## config.mk

```make
export PLATFORM = sky130hd
export DESIGN_NAME = alu_arbiter
export DESIGN_NICKNAME = d
export VERILOG_FILES = /design/src/rtl/alu_arbiter_pkg.sv /design/src/rtl/alu_arbiter_rr_arbiter2.sv /design/src/rtl/alu_arbiter.sv
export SDC_FILE = /design/constraint.sdc
export NUM_CORES = 1
export LEC_CHECK = 0
export BUFFER_PORTS_ARGS = -buffer_cell sky130_fd_sc_hd__buf_4
export CAP_MARGIN = 5
export CORE_ASPECT_RATIO = 1.1
export CORE_UTILIZATION = 40
export CTS_CLUSTER_DIAMETER = 200
export DETAILED_ROUTE_END_ITERATION = 8
export PLACE_DENSITY = 0.76
export SLEW_MARGIN = 20
export SYNTH_ARGS = -nofsm -noshare
export SYNTH_HDL_FRONTEND = slang
export SYNTH_SLANG_ARGS = --single-unit
export TNS_END_PERCENT = 30
```

## constraint.sdc

```tcl
create_clock -name clk -period 3.2 [get_ports clk]
set_input_delay 0.64 -clock clk [delete_from_list [all_inputs] [get_ports clk]]
set_output_delay 0.64 -clock clk [all_outputs]
set_load 0.03 [all_outputs]
```

## src/rtl/alu_arbiter_pkg.sv

```systemverilog
// rtl/alu_arbiter_pkg.sv - shared ALU select codes and arbiter state encoding
package alu_arbiter_pkg;

   // Select codes understood by the shared ALU
   localparam logic [3:0] ALU_AND = 4'b0000;
   localparam logic [3:0] ALU_OR  = 4'b0001;
   localparam logic [3:0] ALU_ADD = 4'b0010;
   localparam logic [3:0] ALU_SUB = 4'b0110;

   // Arbiter control states
   typedef enum logic [1:0] {
      ST_IDLE = 2'd0,
      ST_EXEC = 2'd1,
      ST_RESP = 2'd2
   } arb_state_e;

   // Any select code outside the four supported operations is illegal
   function automatic logic is_legal_op(input logic [3:0] op);
      return (op == ALU_AND) || (op == ALU_OR) || (op == ALU_ADD) || (op == ALU_SUB);
   endfunction

endpackage

```

## src/rtl/alu_arbiter_rr_arbiter2.sv

```systemverilog
// rtl/alu_arbiter_rr_arbiter2.sv - two-way round-robin grant, one-hot output
module rr_arbiter2 (
   input  logic       valid0,
   input  logic       valid1,
   input  logic       last_grant,
   output logic [1:0] grant
);

   // A tie goes to the requester that was not granted last; a lone valid always wins
   always_comb begin
      grant = 2'b00;
      if (valid0 && valid1) begin
         grant = last_grant ? 2'b01 : 2'b10;
      end else begin
         grant = {valid1, valid0};
      end
   end

endmodule

```

## src/rtl/alu_arbiter.sv

```systemverilog
// rtl/alu_arbiter.sv - two-requester front end time-sharing one external ALU
module alu_arbiter
   import alu_arbiter_pkg::*;
#(
   parameter int N = 32
) (
   input  logic         clk,
   input  logic         rst_n,
   input  logic         req0_valid,
   output logic         req0_ready,
   input  logic [N-1:0] req0_a,
   input  logic [N-1:0] req0_b,
   input  logic [3:0]   req0_op,
   input  logic         req1_valid,
   output logic         req1_ready,
   input  logic [N-1:0] req1_a,
   input  logic [N-1:0] req1_b,
   input  logic [3:0]   req1_op,
   output logic [N-1:0] alu_a,
   output logic [N-1:0] alu_b,
   output logic [3:0]   alu_sel,
   input  logic [N-1:0] alu_result,
   input  logic         alu_zero,
   output logic         rsp_valid,
   input  logic         rsp_ready,
   output logic         rsp_id,
   output logic [N-1:0] rsp_result,
   output logic         rsp_zero,
   output logic         rsp_err,
   output logic         busy
);

   arb_state_e   state_q, state_d;
   logic         last_q, last_d;
   logic [N-1:0] a_q, a_d;
   logic [N-1:0] b_q, b_d;
   logic [3:0]   op_q, op_d;
   logic         id_q, id_d;
   logic [N-1:0] rsp_result_q, rsp_result_d;
   logic         rsp_zero_q, rsp_zero_d;
   logic         rsp_err_q, rsp_err_d;
   logic         rsp_id_q, rsp_id_d;
   logic [1:0]   grant;
   logic         op_legal;

   rr_arbiter2 u_rr (
      .valid0     (req0_valid),
      .valid1     (req1_valid),
      .last_grant (last_q),
      .grant      (grant)
   );

   assign op_legal = is_legal_op(op_q);

   // Next-state, capture and ALU/response drive for the IDLE -> EXEC -> RESP cycle
   always_comb begin
      state_d      = state_q;
      last_d       = last_q;
      a_d          = a_q;
      b_d          = b_q;
      op_d         = op_q;
      id_d         = id_q;
      rsp_result_d = rsp_result_q;
      rsp_zero_d   = rsp_zero_q;
      rsp_err_d    = rsp_err_q;
      rsp_id_d     = rsp_id_q;
      req0_ready   = 1'b0;
      req1_ready   = 1'b0;
      alu_a        = '0;
      alu_b        = '0;
      alu_sel      = 4'b0000;
      rsp_valid    = 1'b0;

      case (state_q)
         ST_IDLE: begin
            // rst_n gating keeps both readys low throughout reset
            if (rst_n && (grant != 2'b00)) begin
               req0_ready = grant[0];
               req1_ready = grant[1];
               a_d        = grant[1] ? req1_a  : req0_a;
               b_d        = grant[1] ? req1_b  : req0_b;
               op_d       = grant[1] ? req1_op : req0_op;
               id_d       = grant[1];
               last_d     = grant[1];
               state_d    = ST_EXEC;
            end
         end
         ST_EXEC: begin
            alu_a    = a_q;
            alu_b    = b_q;
            rsp_id_d = id_q;
            state_d  = ST_RESP;
            if (op_legal) begin
               alu_sel      = op_q;
               rsp_result_d = alu_result;
               rsp_zero_d   = alu_zero;
               rsp_err_d    = 1'b0;
            end else begin
               rsp_result_d = '0;
               rsp_zero_d   = 1'b1;
               rsp_err_d    = 1'b1;
            end
         end
         ST_RESP: begin
            rsp_valid = 1'b1;
            if (rsp_ready) begin
               state_d = ST_IDLE;
            end
         end
         default: begin
            state_d = ST_IDLE;
         end
      endcase
   end

   // State and captured-operand registers; reset drops any in-flight operation
   always_ff @(posedge clk) begin
      if (!rst_n) begin
         state_q      <= ST_IDLE;
         last_q       <= 1'b1;
         a_q          <= '0;
         b_q          <= '0;
         op_q         <= 4'b0000;
         id_q         <= 1'b0;
         rsp_result_q <= '0;
         rsp_zero_q   <= 1'b0;
         rsp_err_q    <= 1'b0;
         rsp_id_q     <= 1'b0;
      end else begin
         state_q      <= state_d;
         last_q       <= last_d;
         a_q          <= a_d;
         b_q          <= b_d;
         op_q         <= op_d;
         id_q         <= id_d;
         rsp_result_q <= rsp_result_d;
         rsp_zero_q   <= rsp_zero_d;
         rsp_err_q    <= rsp_err_d;
         rsp_id_q     <= rsp_id_d;
      end
   end

   assign rsp_result = rsp_result_q;
   assign rsp_zero   = rsp_zero_q;
   assign rsp_err    = rsp_err_q;
   assign rsp_id     = rsp_id_q;
   assign busy       = (state_q != ST_IDLE);

endmodule

```

# Word level (Yosys, flattened, before mapping)

Index checks and enable logic that the tools add are counted.

Register bits after elaboration: 107
Latch bits: 0
Memory bits (writable): 0
Bits in read-only memories: 0
Output and inout port bits: 107
Word-level logic and storage cells: 48
Memories kept: 0

Add/subtract/negate cells: 0
$mul: 0
Div/mod/pow operators: 0
Order comparisons: 0
Equal/unequal tests: 7
Shifts and indexed selects: 0
Muxes and demuxes: 20
Bitwise gates (word level): 0
Reductions and logical operators: 11

Operators with widths:

| kind                                          | number |
|---|---|
| two-way mux 32 bit                            | 5 |
| two-way mux 4 bit                             | 3 |
| two-way mux 2 bit                             | 4 |
| two-way mux 1 bit                             | 7 |
| case mux 2 bit (3 select lines)               | 1 |
| == test 4 x 1 -> 1 bit, second input constant | 1 |
| == test 4 x 2 -> 1 bit, second input constant | 1 |
| == test 4 x 3 -> 1 bit, second input constant | 1 |
| logical NOT 4 bit                             | 1 |
| != test 2 bit, second input constant          | 2 |
| AND reduction 2 bit                           | 2 |
| nonzero test 2 bit                            | 2 |
| logical OR 1 bit                              | 3 |
| == test 2 x 1 -> 1 bit, second input constant | 1 |
| == test 2 bit, second input constant          | 1 |
| logical AND 1 bit                             | 2 |
| logical NOT 2 bit                             | 1 |

# Logic depth before layout (Yosys ltp)

Depth in word-level cells: 6
Gate-level depth with buffers: 5

# Hierarchy

A second synthesis with hierarchy kept.

Cells, all modules: 531
Area, all modules: 5041.1 µm²

By module, submodules not included:

| module      | times used | cells each | area each (µm²) | seq. area each (µm²) |
|---|---|---|---|---|
| alu_arbiter | 1          | 528        | 5022.3          | 2142.1 |
| rr_arbiter2 | 1          | 3          | 18.8            | 0.0 |

# Worst setup path after synthesis

Ideal clock, no wire load.

Kind: input -> output
From: in req1_valid
To: out req1_ready
Arrival: 1.589 ns
Data required time: 2.560 ns
Slack: 0.971 ns
Stages: 4
Buffers on the path: 2
Cell sequence: a21boi_0 > clkbuf_1 > buf_2 > and3_1

Word-level cells in the longest chain between the ends: 6

RTL lines:

| element               | RTL line                      | source |
|---|---|---|
| start, declared       | alu_arbiter.sv:14             | `input logic req1_valid,` |
| logical AND 1 bit     | alu_arbiter_rr_arbiter2.sv:12 | `if (valid0 && valid1) begin` |
| two-way mux 2 bit (*) | alu_arbiter_rr_arbiter2.sv:12 |  |
| nonzero test 2 bit    | alu_arbiter.sv:77             | `if (rst_n && (grant != 2'b00)) begin` |
| logical AND 1 bit     | alu_arbiter.sv:77             |  |
| two-way mux 1 bit (*) | alu_arbiter.sv:77             |  |
| two-way mux 1 bit (*) | alu_arbiter.sv:74             | `case (state_q)` |
| end, declared         | alu_arbiter.sv:15             | `output logic req1_ready,` |

Every way passes the cells marked *; elsewhere a longest branch is shown, timed or not.

# Final worst setup path

From: reg state_q[0]
To: out alu_b[28]

Word-level cells in the longest chain between the ends: 2

RTL lines:

| element                | RTL line           | source |
|---|---|---|
| start, declared        | alu_arbiter.sv:33  | `arb_state_e state_q, state_d;` |
| start signal, assigned | alu_arbiter.sv:130 | `state_q <= state_d;` |
| == test 2 x 1 -> 1 bit | alu_arbiter.sv:74  |  |
| two-way mux 32 bit     | alu_arbiter.sv:74  |  |
| end, declared          | alu_arbiter.sv:20  | `output logic [N-1:0] alu_b,` |

Every way passes these cells.

==> reports/results.txt <==
Status: finished, final reports clean
Critical Path End Type: output pin
Gpl congestion: 0.836
CTS max path bufs: 2
Dpl hpwl: 10600 um
H-tree depth: 3
Peak Freq: 372 MHz
# hold bufs at CTS: 0
Cells after synthesis: 518
First-pass GRT wire length: 21900 um
Combinational share of power: 0.251
Final hold vios: 0
Width of the die: 108 um
Clk_lat worst skew: 340 ps
Cell mode on critical path: buf_4
CTS resizes: 0
Vias/cell: 5.00
Flops & latches, synth: 107
Top post-synthesis cells by area: dfxtp_1 (43%), mux2i_1 (28%), and2_1 (8.0%)
Worst Setup Start Kind: register
Critical-path cell list: nor2b_4 > buf_4 > and2_1 > buf_4
Total negative slack: 0 ps
P&R area growth vs syn: 50.5%
CP top delay family: simple AND/OR/NAND/NOR gates
FFs w/ async S/R, synth: 0
Sw Share: 0.285
Setup Buffers After CTS: 0
RSZ-0062 raised after global routing: no
Height of the die: 119 um
IO Pins: 281
WL final: 14300 um
Mapped Nets: 692
Lkg Pwr: 0.00351 uW
Initial antenna violation count: 0
Buf/Inv on CP: 2
I/O Buffers: 279
Critical path class: register to output pin
GR Overflow Total: 0
Final Skew: 9.74 ps
Final Cycle Share: 0.841
EDFF count, synth: 0
Flop pwr share: 0.431
Ys Warns: 0
DR WL/cell: 15.3 um
Detailed Route Iter0 Violations: 222
Critical path arrival: 2050 ps
P_int: 2570 uW
Yosys cell types: 23
Area of the multi-input gates: 2640 um2
Clk slew on worst S/H paths: 70 ps
Core ar.: 12100 um2
# Max-Cap Violations: 0
Worst stage delay on the critical path: 650 ps
PD cells: 480 nW/um2
Detailed Routing Iterations Pass 1: 4
Vias in the first global route: 4540
Routed Antenna Nets: 0
Synth Area per Inst: 9.61 um2
Main synth FF type: dfxtp_1
Netlist Area Pre-Place: 4980 um2
Share of the synthesized area in the top cell type: 0.430
Fillers: 1050
P_sw: 1020 uW
CP max stage cell: nor2b_4
Rel. slew slack: 0.504
Placed Instance Area: 7180 um2
Diodes inserted: 0
HP Class: register to register
Clock Tree Root: clkbuf_16
Endpoints failing setup: 0
# clock sinks: 107
DR vias: 4667
CTS tree: done
R2R setup slack: 1310 ps
Top cell type by total area after synthesis: dfxtp_1
Util after Layout: 0.620
GRT Util Overall: 0.216
Cts bufs inserted: 9
FF/Latch Area: 2140 um2
Worst Max-Slew Pin Slew: 744 ps
VDD IR max: 0.280 mV
Commonest non-fill, non-tap cell in the layout: buf_4
Residual DRC: 0
Sequential share of the synthesized area: 0.430
Initial Util: 0.412
Clock group share of total power: 0.318
Share of layout cells above drive strength 1: 0.400
Final hold slack: 452 ps
Critical Path RT: 2560 ps
Die area: 12900 um2
Final min period: 2690 ps
Commonest cells after routing, fill and taps aside: buf_4 (289), mux2i_1 (136), dfxtp_1 (107)
CP Max Fanout: 35
Count of final max-slew check failures: 0
Nets: 949
Pin count of the biggest net entering global routing: 73
Post-layout instance area: 7490 um2
# rows: 42
## layer usage
layer  vias to the layer above  wire (um)  track usage  part of all wire
met2                       195       7420        0.395              0.52
met4                         0        295       0.0819             0.021
met5                         -          0            0                 0
met1                      2162       5740        0.252              0.40
met3                        22        800       0.0274             0.056
li1                       2288          -            -                 -
## stage by stage
| stage | power (uW) | worst slack [ps] | std cells |
|---|---|---|---|
| finish | 3600 | 509 | 934 |
| global route | 3760 | 323 | 934 |
| CTS | 3630 | 454 | 934 |
| detailed placement | 2490 | 834 | 918 |
| global placement | 2460 | 942 | 918 |
| floorplan | 2100 | 971 | 518 |
## state kept, by name (all words and copies together), names as in the netlist
signal	count
a_q	32
b_q	32
id_q	1
last_q	1
op_q	4
rsp_err	1
rsp_id	1
rsp_result	32
rsp_zero	1
state_q	2
## worst paths after layout
kind	startpoint	end	cells after the start
worst min register to register	id_q	rsp_id	2
worst max-delay path	state_q[0]	alu_b[28]	4
worst min-delay path	id_q	rsp_id	2
worst max register to register	state_q[1]	a_q[16]	4
## power by group through the flow
stage	registers (uW)	clock network, uW	logic (uW)
floorplan	1610	0	493
global placement	1580	0	887
detailed placement	1580	0	909
CTS	1550	1170	911
global route	1570	1230	969
finish	1550	1140	905
## area by class of cell
class,count,area share
multi-input cells,364,0.353
repair buffers,290,0.292
flip-flops and latches,107,0.286
clock buffers,13,0.0361
well taps,154,0.0257
clock inverters,3,0.00601
inverters,3,0.00150
## logic make-up (layout without fill, tap and decap cells)
logic type / after synthesis / after routing / share of synthesized area
AND/OR/NAND/NOR: 183 / 183 / 0.179
multiplexers: 137 / 137 / 0.275
flip-flops: 107 / 107 / 0.430
buffers and inverters: 47 / 309 / 0.0452
AO/OA/AOI/OAI: 43 / 43 / 0.0691
other: 1 / 1 / 0.000753
## tightest hold or removal path, stage by stage (launching register included)
cell and delay, ps:
dfxtp_1 310, nand2_1 50, a21oi_1 50
## cells in the mapped netlist, types with 2 or more instances
cell type    n
mux2i_1    137
dfxtp_1    107
nand2_1     72
and2_1      64
nor2_1      35
a32oi_1     32
clkbuf_1    27
buf_2        9
buf_4        6
a21oi_1      5
and3_1       5
o21ai_0      4
buf_6        2
inv_1        2
nand2b_1     2
nor2b_1      2
Note: power is estimated with default switching activity, not from simulation.
